<file path="src/rtl/seq_det_pkg.sv">
// Shared defaults and parameter legality check for the serial sequence detector.
// No logic of its own; it only supplies constants.
package seq_det_pkg;

    localparam int         DEF_PAT_W   = 4;
    localparam logic [3:0] DEF_PATTERN = 4'b1101;
    localparam int         DEF_CNT_W   = 8;

    function automatic bit pat_w_legal(input int w);
        return (w >= 2) && (w <= 32);
    endfunction

endpackage

</file>
<file path="src/rtl/sat_counter.sv">
// Saturating up-counter that holds at all-ones; cnt updates one cycle after inc.
// Latency: 1 cycle. Backpressure: none, inc is taken every cycle it is high.
module sat_counter #(
    parameter int W = 8
) (
    input  logic         clk,
    input  logic         rst,
    input  logic         inc,
    output logic [W-1:0] cnt
);

    logic [W-1:0] cnt_q;
    logic [W-1:0] cnt_d;

    always_comb begin
        cnt_d = cnt_q;
        if (inc && (cnt_q != {W{1'b1}})) begin
            cnt_d = cnt_q + 1'b1;
        end
    end

    always_ff @(posedge clk) begin
        if (!rst) begin
            cnt_q <= '0;
        end else begin
            cnt_q <= cnt_d;
        end
    end

    assign cnt = cnt_q;

endmodule

</file>
<file path="src/rtl/seq_detect_param.sv">
// Serial pattern detector with a Mealy match pulse (0 cycles latency); no backpressure, bits only consumed when en=1.
// Optional saturating match counter (match_cnt) is built only when SEQ_DET_COUNT_EN is defined.
module seq_detect_param
    import seq_det_pkg::*;
#(
    parameter int               PAT_W   = DEF_PAT_W,
    parameter logic [PAT_W-1:0] PATTERN = DEF_PATTERN,
    parameter int               OVERLAP = 1,
    parameter int               CNT_W   = DEF_CNT_W
) (
    input  logic             clk,
    input  logic             rst,
    input  logic             en,
    input  logic             in,
`ifdef SEQ_DET_COUNT_EN
    output logic [CNT_W-1:0] match_cnt,
`endif
    output logic             out
);

    localparam int               FILL_W    = $clog2(PAT_W);
    localparam logic [FILL_W-1:0] FILL_FULL = FILL_W'(PAT_W - 1);

    generate
        if (!pat_w_legal(PAT_W)) begin : g_bad_pat_w
            $error("seq_detect_param: PAT_W must be in 2..32");
        end
    endgenerate

    logic [PAT_W-2:0]  hist_q;
    logic [PAT_W-2:0]  hist_d;
    logic [FILL_W-1:0] fill_q;
    logic [FILL_W-1:0] fill_d;
    logic [PAT_W-1:0]  cand;
    logic              full;
    logic              hit;

    assign cand = {hist_q, in};
    assign full = (fill_q == FILL_FULL);
    // rst is folded in so the pulse is suppressed for the whole reset cycle.
    assign hit  = rst & en & full & (cand == PATTERN);

    always_comb begin
        hist_d = hist_q;
        fill_d = fill_q;
        if (en) begin
            hist_d = cand[PAT_W-2:0];
            if (hit && (OVERLAP == 0)) begin
                fill_d = '0;
            end else if (!full) begin
                fill_d = fill_q + 1'b1;
            end
        end
    end

    always_ff @(posedge clk) begin
        if (!rst) begin
            hist_q <= '0;
            fill_q <= '0;
        end else begin
            hist_q <= hist_d;
            fill_q <= fill_d;
        end
    end

    assign out = hit;

`ifdef SEQ_DET_COUNT_EN
    sat_counter #(
        .W (CNT_W)
    ) u_cnt (
        .clk (clk),
        .rst (rst),
        .inc (hit),
        .cnt (match_cnt)
    );
`endif

endmodule

</file>
<file path="config.mk">
export PLATFORM = sky130hd
export DESIGN_NAME = seq_detect_param
export DESIGN_NICKNAME = d
export VERILOG_FILES = /design/src/rtl/seq_det_pkg.sv /design/src/rtl/sat_counter.sv /design/src/rtl/seq_detect_param.sv
export SDC_FILE = /design/constraint.sdc
export NUM_CORES = 1
export LEC_CHECK = 0
export BUFFER_PORTS_ARGS = -buffer_cell sky130_fd_sc_hd__buf_2
export CAP_MARGIN = 10
export CORE_AREA = 2 2 39 41
export DETAILED_ROUTE_END_ITERATION = 10
export DIE_AREA = 0 0 41 43
export SLEW_MARGIN = 10
export SYNTH_ARGS = -nofsm -noshare
export SYNTH_HDL_FRONTEND = slang
export SYNTH_SLANG_ARGS = --single-unit
</file>
<file path="constraint.sdc">
create_clock -name clk -period 1.9 [get_ports clk]
set_input_delay 0.38 -clock clk [delete_from_list [all_inputs] [get_ports clk]]
set_output_delay 0.38 -clock clk [all_outputs]
set_load 0.02 [all_outputs]
</file>
; ---- Yosys cells after proc, flatten, opt, wreduce, memory -nomap -nowiden
; Index checks and enable logic that the tools add are counted.
[word_totals]
register_bits = 5
latchBits = 0
ramBits = 0
rom_bits = 0
elab_cells = 10
memories = 0
[op_classes]
addsub = 1
n_mul = 0
n_div = 0
n_lt_le_gt_ge = 0
eq_ne = 2
shift = 0
muxes = 0
bitwise = 4
reduce_logical = 1
[ops]
columns = op, n
row1 = $eq 4x4->1 const B, 1
row2 = $and 1x1->1, 3
row3 = $add 2x1->2 const B, 1
row4 = $eq 2x2->1 const B, 1
row5 = $reduce_and 2->1, 1
row6 = $not 1->1, 1

; ---- Logic depth before layout (Yosys ltp)
[depth]
depth_word = 3
ltp_mapped = 3
ltp_nobuf = 3

; ---- Worst setup path after synthesis
; Ideal clock, no wire load.
[synth_timing]
kind = reg2out
from = reg fill_q[0]
to = out out
arrival_time_ns = 1.105
setup_slack_ns = 0.415
stages_incl_launch_ff = 4
path_buffers = 0
cell_sequence = dfxtp_1 -> ha_1 -> nand4_1 -> nor3_1
[synth_via]
elab_chain_len = 3
[synth_rtl]
columns = element, line
row1 = "start, declared", seq_detect_param.sv:32  ; logic [FILL_W-1:0] fill_q;
row2 = "start signal, assigned", seq_detect_param.sv:62  ; fill_q <= fill_d;
row3 = $eq 2x2->1, seq_detect_param.sv:39  ; assign full = (fill_q == FILL_FULL);
row4 = $and 1x1->1 (2 in a row), seq_detect_param.sv:41  ; assign hit = rst & en & full & (cand == PATTERN);
row5 = "end, declared", seq_detect_param.sv:18  ; output logic out
; No other way between the ends.

; ---- Worst setup path in the final report
; Same ends and word-level chain as after synthesis.

==> out/results.env <==
OUTCOME='completed'
CTS.PATH.MAX_BUFFERS=2
NUMBER_OF_GLOBAL_ROUTE_VIAS_BEFORE_REPAIR=135
ANTENNA_VIOLATING_NETS_POST_ROUTE=0
INTERNAL_POWER_uW=203
COMBINATIONAL_SHARE_OF_POWER=0.084
CORE_AREA_UM2=1380
WORST_PIN_SLEW_NS=0.162
DIE-HEIGHT_UM=43
PWR_DENSITY_CELL_nW_PER_UM2=899
POST-CTS-SETUP-BUFFER-COUNT=0
CTSHOLDBUFFERS=0
WL_PER_CELL_UM=8.00
GRT_START_MAX_NET_PINS=9
OVERFLOW=0
POST_ROUTE_CELLS_DRIVE_ABOVE_1_SHARE=0.267
TIMING.CRITICAL_PATH.ARRIVAL_NS=1.26
NETLIST_AREA_UM2=225
POSTSYNTHREGISTERBITS=5
SEQPWRFRAC=0.440
NUMBER_OF_STANDARD_CELLS_AFTER_SYNTHESIS=22
ROUTED_WIRE_LENGTH_UM=368
RSZ0062_AT_GRT='false'
DRT-PASS1-ITER-COUNT=1
SETUP-TNS-FINAL_NS=0
CTS_TREE='yes'
CLOCKROOTBUFFER='clkbuf_4'
SLEW-LIMIT-HEADROOM=0.892
PORT_BUFFER_CELLS=4
CTS.SINKS=5
DRCVIOLATIONCOUNT=0
END_KIND='primary output'
SETUP.WORST_PATH.START_CLASS='flip-flop'
LEAKAGEPOWER_nW=0.125
ROWS=14
ROUTABILITYCONGESTION=0.596
MAPPEDNETLISTNETS=27
DRT_ITER0_MARKERS=0
WORSTPATHCELLLIST='ha_1 > nand4_1 > nor3_1 > buf_2'
DIE_W_UM=41
GRT_FIRST_PASS_WIRELENGTH_UM=586
YS_TYPES=12
CLK_TRANSITION_REPORTED_PATHS_NS=0.04
FINAL_NETS=36
AVGSYNTHCELLAREA_UM2=10.2
DRV_SLEW=0
POST-ROUTE-MIN-PERIOD_NS=1.64
VIASPERCELL=3.78
INSERTEDDIODECOUNT=0
PRE_CTS_WS_NS=0.522
CTS_BUFFERS=3
CP_MAX_FO=3
SYNTH_SEQ_AREA_SHARE=0.444
LAYOUT-AREA-OVERHEAD-VS-SYNTH_PCT=29.4
TOP_LEVEL_PORTS=5
POWER.CLOCK.FRACTION=0.476
MAX_CAP_VIOLATION_COUNT=0
CRITPATHKIND='flip-flop to primary output'
WORSTPATHREQUIRED_NS=1.52
SW_FRAC_OF_TOTAL=0.225
FINALSETUPVIOLCOUNT=0
TOTAL_COUNT_OF_HOLD_CHECK_FAILURES_IN_THE_FINAL_REPORT=0
START_UTIL=0.163
YOSYS_WARNINGS=0
DESIGN.DIE.AREA_UM2=1760
ACHIEVABLE-FREQUENCY_GHz=0.609
CTS.REPAIR.RESIZED=0
TIMING.HOLD.WORST.CLASS='input port to flip-flop'
SWITCHING_POWER_uW=59.1
TIMING.FINAL.WS_SETUP_NS=0.257
GLOBALROUTETOTALUTIL=0.0603
GRT_ANTENNA_BEFORE_REPAIR=0
ROUTED-VIA-COUNT=174
LAYOUT_WORST_PATH_CYCLE_SHARE=0.865
VDD_DROP_MAX_mV=0.324
FIN_WORST_SKEW_NS=0.00262
CRIT_PATH_TOP_DELAY_CELL='dfxtp_1'
CPPEAKSTAGEDELAY_NS=0.35
CTS-HTREE-LEVELS=1
CLOCK_LATENCY_NS=0.24
==> cell type report <==
type,instances,area [um2]
sequential,5,100
clock buffer,4,26.3
multi-input combinational,17,125
tap,16,20.0
timing repair buffer,4,20.0
fill,156,1090
==> path summary, 6_finish.rpt <==
kind              cells after the start  slack (ns)  startpoint   endpoint
setup reg to reg                      3        0.95   fill_q[0]  fill_q[1]
hold reg to reg                       2        0.46   fill_q[1]  fill_q[1]
setup / recovery                      4        0.26   fill_q[0]        out
hold / removal                        3        0.42          in  hist_q[0]
==> cells in the final DEF, fill, tap and decap left out, drive strengths merged <==
cell     count
nor2b        3
nand2        4
nand4        1
dfxtp        5
ha           1
clkbuf       4
mux2i        3
a21boi       1
o21ai        1
nand2b       1
buf          4
nand4bb      1
nor3         1
==> state kept, by name, summed over array words and instances, names as in the netlist <==
name,flops
hist_q,3
fill_q,2
==> per-layer routing <==
layer / GRT usage / up-vias / wire (um) / share of wire
met5: 0 / - / 0 / 0
met4: 0.0200 / 0 / 0 / 0
met3: 0.0942 / 0 / 57 / 0.15
met2: 0.0438 / 8 / 129 / 0.35
met1: 0.0806 / 73 / 181 / 0.49
li1: - / 93 / - / -
==> metrics by stage <==
| stage | power [mW] | instance area (um2) | util | hold WS [ns] | cells |
|---|---|---|---|---|---|
| detailed placement | 0.140 | 265 | 0.192 | 0.460 | 42 |
| global placement | 0.139 | 265 | 0.192 | 0.448 | 42 |
| finish | 0.262 | 292 | 0.211 | 0.416 | 46 |
| floorplan | 0.131 | 225 | - | 0.438 | 22 |
| global route | 0.285 | 292 | 0.211 | 0.433 | 46 |
| CTS | 0.269 | 292 | 0.211 | 0.414 | 46 |
==> cells in the mapped netlist <==
master,count,area (um2)
nor3_1,1,5.00
nand4_1,1,6.26
nand2b_1,1,6.26
nand4bb_1,1,11.3
nor2b_1,2,12.5
a21boi_0,1,7.51
mux2i_1,3,30.0
o21ai_0,1,5.00
nor2b_4,1,13.8
nand2_1,4,15.0
ha_1,1,12.5
dfxtp_1,5,100
==> cell families after synthesis <==
| group | after synthesis | synth area share |
|---|---|---|
| muxes | 3 | 0.133 |
| adders and majority gates | 1 | 0.0555 |
| and+or+nand+nor | 11 | 0.311 |
| DFF | 5 | 0.444 |
| AOI/OAI and AO/OA | 2 | 0.0555 |
==> power by group through the flow <==
stage                     combinational (mW)  sequential, mW  clock (mW)
final                                 0.0220           0.115       0.125
after global routing                  0.0248           0.115       0.144
after CTS                             0.0224           0.115       0.132
after detailed placement              0.0225           0.117           0
after global placement                0.0218           0.117           0
after floorplan                       0.0146           0.116           0
==> critical path, delay by kind of cell, from the launching register on <==
family,cells,cell delay [ns]
adders and majority gates,1,0.24
buffers and inverters,1,0.19
DFF,1,0.35
and+or+nand+nor,2,0.25
No activity file was read; power rests on OpenSTA's default activity.
